## src/rtl/fifo_wr_arbiter.sv

```systemverilog
// fifo_wr_arbiter: round-robin arbiter sharing the write port of the dual-clock
// FIFO among NUM_REQ valid/ready requesters in the write clock domain. A grant
// is held for a whole packet, capped at MAX_BURST beats, and no write is ever
// issued while the FIFO reports full.
module fifo_wr_arbiter #(
  parameter int NUM_REQ    = 4,
  parameter int DATA_WIDTH = 8,
  parameter int MAX_BURST  = 4
) (
  input  logic                          clk_wr,
  input  logic                          rst_n,
  input  logic [NUM_REQ-1:0]            req_valid,
  input  logic [NUM_REQ-1:0]            req_last,
  input  logic [NUM_REQ*DATA_WIDTH-1:0] req_data,
  output logic [NUM_REQ-1:0]            req_ready,
  input  logic                          fifo_full,
  output logic                          fifo_wr_en,
  output logic [DATA_WIDTH-1:0]         fifo_data,
  output logic [$clog2(NUM_REQ)-1:0]    grant_id,
  output logic                          busy
);

  localparam int ID_W  = $clog2(NUM_REQ);
  localparam int CNT_W = (MAX_BURST > 1) ? $clog2(MAX_BURST) : 1;
  localparam logic [CNT_W-1:0] CNT_MAX = CNT_W'(MAX_BURST - 1);

  typedef enum logic {
    IDLE,
    GRANT
  } state_t;

  state_t            state;
  state_t            state_nxt;
  logic [ID_W-1:0]   grant_nxt;
  logic [ID_W-1:0]   last_grant;
  logic [ID_W-1:0]   last_grant_nxt;
  logic [ID_W-1:0]   winner;
  logic [ID_W-1:0]   idx;
  logic [CNT_W-1:0]  beat_cnt;
  logic [CNT_W-1:0]  beat_cnt_nxt;
  logic              found;
  logic              sel_valid;
  logic              sel_last;
  logic              transfer;
  logic [DATA_WIDTH-1:0] sel_data;

  // Rotating-priority search: first valid requester after the last one granted.
  always_comb begin
    winner = last_grant;
    found  = 1'b0;
    idx    = '0;
    for (int k = 1; k <= NUM_REQ; k++) begin
      idx = ID_W'((int'(last_grant) + k) % NUM_REQ);
      if (!found && req_valid[idx]) begin
        winner = idx;
        found  = 1'b1;
      end
    end
  end

  // Select the granted requester's valid, last and data lanes.
  always_comb begin
    sel_valid = 1'b0;
    sel_last  = 1'b0;
    sel_data  = '0;
    for (int i = 0; i < NUM_REQ; i++) begin
      if (grant_id == ID_W'(i)) begin
        sel_valid = req_valid[i];
        sel_last  = req_last[i];
        sel_data  = req_data[i*DATA_WIDTH +: DATA_WIDTH];
      end
    end
  end

  // Next-state logic and combinational handshake/write outputs.
  always_comb begin
    state_nxt      = state;
    grant_nxt      = grant_id;
    last_grant_nxt = last_grant;
    beat_cnt_nxt   = beat_cnt;
    req_ready      = '0;
    transfer       = 1'b0;
    fifo_wr_en     = 1'b0;
    busy           = 1'b0;
    fifo_data      = sel_data;
    case (state)
      IDLE: begin
        if (found) begin
          state_nxt    = GRANT;
          grant_nxt    = winner;
          beat_cnt_nxt = '0;
        end
      end
      GRANT: begin
        busy = 1'b1;
        for (int i = 0; i < NUM_REQ; i++) begin
          if (grant_id == ID_W'(i)) begin
            req_ready[i] = !fifo_full;
          end
        end
        transfer   = sel_valid && !fifo_full;
        fifo_wr_en = transfer;
        if (transfer) begin
          if (sel_last || (beat_cnt == CNT_MAX)) begin
            last_grant_nxt = grant_id;
            state_nxt      = IDLE;
          end else begin
            beat_cnt_nxt = beat_cnt + CNT_W'(1);
          end
        end
      end
      default: begin
        state_nxt = IDLE;
      end
    endcase
  end

  // State registers; last_grant resets to the top index so requester 0 wins first.
  always_ff @(posedge clk_wr or negedge rst_n) begin
    if (!rst_n) begin
      state      <= IDLE;
      grant_id   <= '0;
      last_grant <= ID_W'(NUM_REQ - 1);
      beat_cnt   <= '0;
    end else begin
      state      <= state_nxt;
      grant_id   <= grant_nxt;
      last_grant <= last_grant_nxt;
      beat_cnt   <= beat_cnt_nxt;
    end
  end

endmodule

```

## config.mk

```make
export PLATFORM = sky130hd
export DESIGN_NAME = fifo_wr_arbiter
export DESIGN_NICKNAME = d
export VERILOG_FILES = /design/src/rtl/fifo_wr_arbiter.sv
export SDC_FILE = /design/constraint.sdc
export NUM_CORES = 1
export LEC_CHECK = 0
export ABC_AREA = 1
export CELL_PAD_IN_SITES_DETAIL_PLACEMENT = 1
export CELL_PAD_IN_SITES_GLOBAL_PLACEMENT = 2
export CORE_MARGIN = 2
export CORE_UTILIZATION = 17
export CTS_CLUSTER_SIZE = 40
export DETAILED_ROUTE_END_ITERATION = 12
export GPL_TIMING_DRIVEN = 0
export HOLD_SLACK_MARGIN = 0.08
export MAX_ROUTING_LAYER = met4
export PLACE_DENSITY = 0.77
export SYNTH_ARGS = -nofsm -noshare
export SYNTH_HDL_FRONTEND = slang
export SYNTH_SLANG_ARGS = --single-unit
```

## constraint.sdc

```tcl
create_clock -name clk_wr -period 1.9 [get_ports clk_wr]
set_input_delay 0.285 -clock clk_wr [delete_from_list [all_inputs] [get_ports clk_wr]]
set_output_delay 0.285 -clock clk_wr [all_outputs]
set_load 0.02 [all_outputs]
```

======== Yosys cells after proc, flatten, opt, wreduce, memory -nomap -nowiden ========
Index checks and enable logic that the tools add are counted.
storage, ports and cells
  register bits after elaboration ......... 7
  bits in latches ......................... 0
  bits in writable memories ............... 0
  ROM bits ................................ 0
  input bits .............................. 43
  output and inout port bits .............. 16
  memories kept ........................... 0
cells by class
  add/subtract/negate cells ............... 5
  multiply operators ...................... 0
  divide/modulo/power cells ............... 0
  magnitude comparators ................... 4
  equal/unequal tests ..................... 7
  shifts and indexed selects .............. 0
  multiplexer cells ....................... 43
  bitwise gates (word level) .............. 1
  reduce and logical (&&, ||, !) cells .... 13
operators with widths
  kind                                                                     number
  8-bit 2-to-1 mux                                                         4
  1-bit 2-to-1 mux                                                         25
  2-bit 2-to-1 mux                                                         7
  2-bit by 3-bit < comparator with 1-bit output, second input constant     4
  1-bit binary-select mux with 2-bit select                                4
  2-bit by 1-bit adder with 2-bit output, second input constant            3
  2-bit equality test, second input constant                               3
  3-bit AND reduction                                                      2
  2-bit adder, second input constant                                       2
  1-bit logical AND                                                        4
  1-bit zero test                                                          4
  4-bit 2-to-1 mux                                                         1
  2-bit inequality test, second input constant                             2
  2-bit case mux with 2 select lines                                       1
  2-bit by 1-bit equality test with 1-bit output, second input constant    1
  2-bit zero test                                                          1
  2-bit by 1-bit inequality test with 1-bit output, second input constant  1
  1-bit case mux with 2 select lines                                       1
  2-bit AND reduction                                                      1
  1-bit logical OR                                                         1
  1-bit inverter                                                           1

======== Logic depth before layout (Yosys ltp) ========
Gate-level depths: netlist of run 1.
  depth in word-level cells ............... 15
  depth in mapped cells ................... 13
  gate-level depth less buffers ........... 12

======== Least setup slack after synthesis of run 1 ========
OpenSTA, ideal clock, no wires.
  path kind ............................... register -> output
  from .................................... register grant_id[0]
  to ...................................... output port fifo_data[5]
  arrival time ............................ 1404 ps
  setup slack ............................. 211 ps
  cell stages (with the launch flop) ...... 5
  path buffers ............................ 2
  cell sequence ........................... dfrtp_1 -> buf_6 -> clkbuf_1 -> a221oi_1 -> a21oi_1
between the ends
  longest elaborated chain between the ends .. 5
  elaborated cells on any way between the ends .. 8
ends and longest elaborated chain
  item                            line  RTL
  from (decl)                     19    output logic [$clog2(NUM_REQ)-1:0] grant_id,
  from (signal assigned)          127   grant_id <= grant_nxt;
  2-bit zero test                 67    if (grant_id == ID_W'(i)) begin
  8-bit 2-to-1 mux (3 in series)  67
  8-bit 2-to-1 mux *              67
  to (decl)                       18    output logic [DATA_WIDTH-1:0] fifo_data,
Mark *: on every way between the ends. The rest lies on a longest branch, timed or not.

======== Worst setup path after layout of run 1 ========
  from .................................... register grant_id[0]
  to ...................................... output port fifo_wr_en
between the ends
  longest elaborated chain between the ends .. 7
  elaborated cells on any way between the ends .. 10
ends and longest elaborated chain
  item                            line  RTL
  2-bit zero test                 67
  1-bit 2-to-1 mux (3 in series)  67
  1-bit 2-to-1 mux *              67
  1-bit logical AND *             101   transfer = sel_valid && !fifo_full;
  1-bit 2-to-1 mux *              86    case (state)
  to (decl)                       17    output logic fifo_wr_en,
Marks and branches as above.

==> metrics.csv, run 1 <==
metric,value,unit
status,"complete, no violations",
Relative slew margins,78.3,%
cells along the critical path,buf_6 > inv_4 > nand2_4 > buf_4 > o211ai_1 > o21ai_2 > inv_2 > nor2_4 > buf_6,
highest clock frequency the design can meet,0.538,GHz
min Tclk post-route,1860,ps
DP Area,0.00163,mm²
share of the clock period used by the worst path after layout,97.8,%
area of the mapped netlist,956,µm²
reg-to-reg setup timing slack,250,ps
port buffer count,58,
DIE WIDTH,79.0,µm
Mean Syn Cell Area,6.33,µm²
path type of the worst setup path,reg2out,
final design instance area without fill,0.00177,mm²
die height,79.0,µm
GRT overflow,0,
CTS tree,built,
met1 routed wirelength after detailed routing,1640,µm
uppermost routed layer,met3,
starting density of the core,17.5,%
post-synthesis instance total,151,
maximum number of pins on one net before global-route repair,11,
Num Clock Sinks,7,
number of global-route vias before repair,1349,
cell depth of the worst flop-to-flop path,11,
slowest cell on the critical path,sky130_fd_sc_hd__dfrtp_1,
biggest fanout along the worst timing path,6,
post-route DRC violation count,0,
growth of design area from synthesis to finish,85.6,%
ranking of synthesized cells by area,"sky130_fd_sc_hd__nand2_1 20%, sky130_fd_sc_hd__dfrtp_1 13%, sky130_fd_sc_hd__nand2_2 8.5%, sky130_fd_sc_hd__nand3_1 8.4%, sky130_fd_sc_hd__nand2_4 5.9%",
most instantiated library cell after synthesis,sky130_fd_sc_hd__nand2_1,
total power per unit cell area,1500,mW/mm²
Die ar.,0.00624,mm²
critical register-to-register path endpoint,beat_cnt[1],
number of warnings printed during yosys synthesis,0,
Critical Path Source,grant_id[0],
number of antenna violations at the first check in global routing,0,
final hold violation count,0,
post-synthesis sequential element count,7,
number of vias per cell,4.19,
Synth top area share,20.4,%
total clock buffers created by CTS,3,
Worst-path clk slew,40,ps
io pins,59,
Worst Path Required,1620,ps
most common library cells after synthesis,"52 x sky130_fd_sc_hd__nand2_1, 16 x sky130_fd_sc_hd__nand3_1, 13 x sky130_fd_sc_hd__nand2_2",
router iterations before antenna repair,4,
Critical Path Start Type,flip-flop,
Skew-Pair Late Insertion Delay,220,ps
total via count in the routed design,1254,
routed length per instance,12.7,µm
share of final-layout standard cells stronger than drive strength 1,30.4,%
standard-cell row count,27,
CTS H-tree depth,1,
Yosys top cell by area,sky130_fd_sc_hd__nand2_1,
ant diodes,0,
Netlist cell types,29,
Reg area,178,µm²
Critical Path Sink Type,output port,
first-pass GRT wire length,6300,µm
Most used DFF post-synth,sky130_fd_sc_hd__dfrtp_1,
placeable core area,0.00547,mm²
RR Startpoint,grant_id[0],
sum of routed wire length over all layers,3810,µm
"Async S/R FF share, synth",100,%
footprint of the multi-input gates,666,µm²
HPWL after DPL,2990,µm
Max rail drop VDD,0.650,mV
final core area utilization,32.4,%
setup repair after global routing missed its margin,true,
Post-synth EDFFs,0,
violation count after the first detailed-route iteration,27,
Routability Congestion,0.762,
clk buf depth,2,
setup skew after layout,1.08,ps
remaining number of nets flagged by the antenna check after routing,0,
"Setup violations, final",0,
wire length on met2,2040,µm
total routing resource utilization after global routing,12.7,%
routed wl met3,130,µm
slew at the pin closest to its max-slew limit,324,ps
Filler Cells Inserted,690,
number of violations of the max-capacitance limit,0,
cell mode on critical path,sky130_fd_sc_hd__buf_6,
Post-layout nets,272,
sequential-to-total area share from yosys stat,18.6,%
Final Max Tran Viols,0,
endpoint of the worst setup timing path,fifo_wr_en,
Worst path max stage delay,390,ps
min-delay worst type,in2async,
data arrival at the endpoint of the critical path,1570,ps
syn_nets,195,
clock root buffer,sky130_fd_sc_hd__clkbuf_8,
leakage,0.855,nW
-- power breakdown --
group          total [mW]  internal (mW)  leakage, nW  switching [mW]
Clock               0.205          0.145       0.0228          0.0606
Sequential          0.273          0.224       0.0816          0.0490
Combinational        2.19          0.929        0.751            1.26
Total                2.67           1.30        0.855            1.37
-- final cells by class --
type	count	area share, %
Clock buffer	4	2.54
Timing Repair Buffer	72	37.0
Multi-Input combinational cell	121	37.5
Tap cell	72	5.08
Buffer	5	2.96
Sequential cell	7	10.0
Inverter	18	4.87
-- metal layers --
metal  GRT usage (%)  vias to the layer above
met5               -                        -
met4           0.517                        0
met3            2.27                        0
met2            22.8                       26
met1            15.8                      584
li1                -                      644
-- cells in the final DEF, fill, tap and decap left out, drive strengths merged --
master / synthesis / layout
nand3: 17 / 17
nand4: 5 / 5
o211ai: 1 / 1
clkdlybuf4s50: 0 / 44
o22ai: 1 / 1
clkinvlp: 0 / 1
a221oi: 3 / 3
dfrtp: 5 / 5
clkbuf: 1 / 8
nor3: 2 / 2
dlymetal6s2s: 0 / 1
a21oi: 5 / 5
o21ai: 5 / 5
a21o: 1 / 1
nand2: 70 / 70
dfstp: 2 / 2
clkinv: 1 / 1
nor2: 10 / 10
ha: 1 / 1
inv: 17 / 16
buf: 4 / 25
dlygate4sd2: 0 / 3
-- per-stage QoR --
step | TNS (ps) | setup WS [ps] | total power [mW] | std cells | hold slack (ps)
after floorplan | 0 | 211 | 1.59 | 151 | -10.6
after global placement | -3520 | -486 | 2.30 | 281 | 459
after detailed placement | -3120 | -483 | 2.31 | 281 | 481
after CTS | -99.6 | -34.8 | 2.54 | 291 | 331
after global routing | -252 | -67.1 | 2.93 | 299 | 353
final | 0 | 41.7 | 2.67 | 299 | 325
-- flip-flops by register name, indices dropped and copies added (netlist names) --
name        count
grant_id        2
last_grant      2
state           1
beat_cnt        2
-- worst min-delay path by stage --
stage	endpoint	slack (ps)
6_report	state	330
2_1_floorplan	beat_cnt[0]	-10
3_5_place_dp	beat_cnt[1]	480
3_3_place_gp	beat_cnt[1]	460
4_1_cts	beat_cnt[1]	330
5_1_grt	beat_cnt[1]	350
-- critical path, delay by kind of cell, from the launching register on --
| kind | cells | cell delay, ps |
|---|---|---|
| AOI/OAI and AO/OA | 2 | 300 |
| and+or+nand+nor | 2 | 90 |
| buffers and inverters | 5 | 560 |
| DFF | 1 | 390 |
-- kinds of logic (layout without fill, tap and decap cells) --
kind of cell / count (synthesis) / count (layout) / share of synthesized area [%]
adder cells (fa/ha/maj): 1 / 1 / 1.31
buffers and inverters: 23 / 99 / 13.5
flip-flops: 7 / 7 / 18.6
AND/OR/NAND/NOR: 104 / 104 / 56.0
AO/OA/AOI/OAI: 16 / 16 / 10.6
-- timing repair --
action                                  CTS  global route
endpoints found under the setup margin   13             7
pin swaps                                 1             2
resized for setup                        39            19
setup buffers                             6             8
hold buffers                              0             0
Power figures use the tool's default switching activity.
==> run 2: changes to the inputs <==
- TNS_END_PERCENT: default -> 10
==> run 2 against run 1 <==
Combinational power down 5%. Power decreased by 4.0%. Register-to-register slack gained 90 ps. Flip-flop and latch count did not move. Critical endpoint is now fifo_data[3]. Sequential power hardly changed. Routed wire length shrank 2.3%. Critical path depth unchanged. Setup slack got worse by 41 ps. Critical path type unchanged.
==> metrics.csv, run 2 (synthesis results as in run 1) <==
metric,value,unit,change
share of the clock period used by the worst path after layout,100,%,+2.2 points
die height,79.0,µm,unchanged
Relative slew margins,78.3,%,about the same
biggest fanout along the worst timing path,7,,+1
Critical Path Sink Type,output port,,
Fin Hold WS,325,ps,-0.117 ps
met3 track utilization from global routing,2.27,%,unchanged
cell depth of the worst flop-to-flop path,10,,-1
met1 Resource Use GR,15.5,%,-0.28 points
min Tclk post-route,1900,ps,+41.0 ps
CTS tree,built,,
Routability Congestion,0.762,,unchanged
Worst Path Required,1620,ps,about the same
Skew-Pair Late Insertion Delay,220,ps,about the same
GRT met2 Usage,21.4,%,-1.4 points
GRT overflow,0,,unchanged
number of antenna violations at the first check in global routing,0,,unchanged
slew at the pin closest to its max-slew limit,324,ps,+0.540 ps
Die ar.,0.00624,mm²,unchanged
Top Registers,"beat_cnt (2), grant_id (2), last_grant (2)",,
total clock buffers created by CTS,3,,unchanged
min-delay worst type,in2async,,
clock root buffer,sky130_fd_sc_hd__clkbuf_8,,
first-pass GRT wire length,6080,µm,-3.5%
path type of the worst setup path,reg2out,,
CTS H-tree depth,1,,unchanged
violation count after the first detailed-route iteration,27,,unchanged
Final Max Tran Viols,0,,unchanged
highest clock frequency the design can meet,0.527,GHz,-2.2%
Post-layout nets,268,,-1.5%
leakage,0.832,nW,-2.8%
Num Clock Sinks,7,,unchanged
DIE WIDTH,79.0,µm,unchanged
"Hold-fix buffers, CTS",0,,unchanged
Worst-path clk slew,40,ps,about the same
port buffer count,58,,unchanged
reg-to-reg setup timing slack,340,ps,+90 ps
starting density of the core,17.5,%,unchanged
placeable core area,0.00547,mm²,unchanged
Reg area,178,µm²,unchanged
RR Startpoint,grant_id[0],,
number of global-route vias before repair,1309,,-3.0%
critical register-to-register path endpoint,beat_cnt[1],,
growth of design area from synthesis to finish,81.0,%,
routed length per instance,12.6,µm,-0.98%
"Setup violations, final",0,,unchanged
remaining number of nets flagged by the antenna check after routing,0,,unchanged
clk buf depth,2,,unchanged
final core area utilization,31.6,%,-0.80 points
router iterations before antenna repair,4,,unchanged
data arrival at the endpoint of the critical path,1610,ps,+40 ps
io pins,59,,unchanged
total routing resource utilization after global routing,12.2,%,-0.51 points
number of violations of the max-capacitance limit,0,,unchanged
Max rail drop VDD,0.642,mV,-1.3%
post-route DRC violation count,0,,unchanged
setup skew after layout,0.924,ps,-0.160 ps
maximum number of pins on one net before global-route repair,11,,unchanged
sum of routed wire length over all layers,3720,µm,-2.3%
footprint of the multi-input gates,661,µm²,-0.75%
final hold violation count,0,,unchanged
standard-cell row count,27,,unchanged
number of vias per cell,4.15,,-1.1%
setup repair after global routing missed its margin,true,,
Filler Cells Inserted,691,,+0.14%
Critical Path Start Type,flip-flop,,
most frequent standard cell in the layout excluding fill and tap cells,sky130_fd_sc_hd__nand2_1,,
layer with the highest usage after global routing,met2,,
HPWL after DPL,2990,µm,unchanged
ant diodes,0,,unchanged
total via count in the routed design,1224,,-2.4%
total power per unit cell area,1480,mW/mm²,-1.5%
share of final-layout standard cells stronger than drive strength 1,28.3,%,-2.1 points
status,"complete, no violations",,
most used cells in the layout excluding fill and tap cells,"52 x sky130_fd_sc_hd__nand2_1, 44 x sky130_fd_sc_hd__clkdlybuf4s50_1, 16 x sky130_fd_sc_hd__nand3_1, 12 x sky130_fd_sc_hd__nand2_2, 10 x sky130_fd_sc_hd__buf_4",,
-- run 2: changes by cell type in the layout (fill, tap and decap cells not counted), sizes merged --
| cell | delta |
|---|---|
| buf | -6 |
| clkdlybuf4s15 | +1 |
| dlygate4sd2 | -1 |
| clkbuf | +2 |
-- run 2: worst max path at each step --
stage,start,endpoint,depth (start not counted)
2_1_floorplan,grant_id[0],fifo_data[5],4
3_3_place_gp,req_valid[1],fifo_wr_en,8
3_5_place_dp,req_valid[1],fifo_wr_en,8
4_1_cts,grant_id[0],fifo_data[5],7
5_1_grt,grant_id[0],fifo_data[3],9
6_report,grant_id[0],fifo_data[3],9
-- run 2: where the power goes --
| part | internal [mW] | switching (mW) | total [mW] |
|---|---|---|---|
| clock | 0.145 | 0.0609 | 0.206 |
| sequential | 0.224 | 0.0515 | 0.276 |
| combinational | 0.850 | 1.23 | 2.08 |
| total | 1.22 | 1.34 | 2.56 |
-- run 2: layout make-up --
cell class                 instances  share of cell area, %
timing repair buffer              68                   35.7
multi-input combinational        121                   38.2
buffer                             5                   3.04
sequential                         7                   10.3
inverter                          18                   4.99
clock buffer                       4                   2.60
tap                               72                   5.21
-- run 2: what timing repair did --
action / in CTS / in global routing
pin swaps: 0 / 2
setup buffers: 2 / 8
resized for setup: 35 / 17
endpoints found under the setup margin: 13 / 11
-- run 2: critical path: stages (launching register included) --
cell and delay (ps):
sky130_fd_sc_hd__dfrtp_1 370, sky130_fd_sc_hd__buf_6 170, sky130_fd_sc_hd__inv_4 50, sky130_fd_sc_hd__nand2_4 80
sky130_fd_sc_hd__clkinvlp_4 150, sky130_fd_sc_hd__buf_6 140, sky130_fd_sc_hd__buf_4 120, sky130_fd_sc_hd__nand2_1 50
sky130_fd_sc_hd__nand4_1 80, sky130_fd_sc_hd__buf_4 170
-- run 2: stage by stage --
step | worst slack (ps) | cell area, µm² | setup TNS, ps | power [mW] | instances
global placement | -486 | 1630 | -3520 | 2.30 | 281
global route | -89.8 | 1730 | -225 | 2.82 | 295
CTS | -252 | 1670 | -284 | 2.46 | 287
finish | 0.678 | 1730 | 0 | 2.56 | 295
floorplan | 211 | 956 | 0 | 1.59 | 151
detailed placement | -483 | 1630 | -3120 | 2.31 | 281
-- run 2: layer usage --
| layer | routed length (µm) | share of wire, % | vias up |
|---|---|---|---|
| met3 | 124 | 3.3 | 0 |
| met4 | 0 | 0 | 0 |
| met1 | 1650 | 44 | 563 |
| met5 | 0 | 0 | - |
| met2 | 1950 | 52 | 24 |
| li1 | - | - | 637 |
==> run 3: changes to the inputs <==
- CTS_CLUSTER_SIZE: 40 -> default
==> results of run 3 <==
Same layout as run 2: the final DEF is identical, and so are final timing and power.
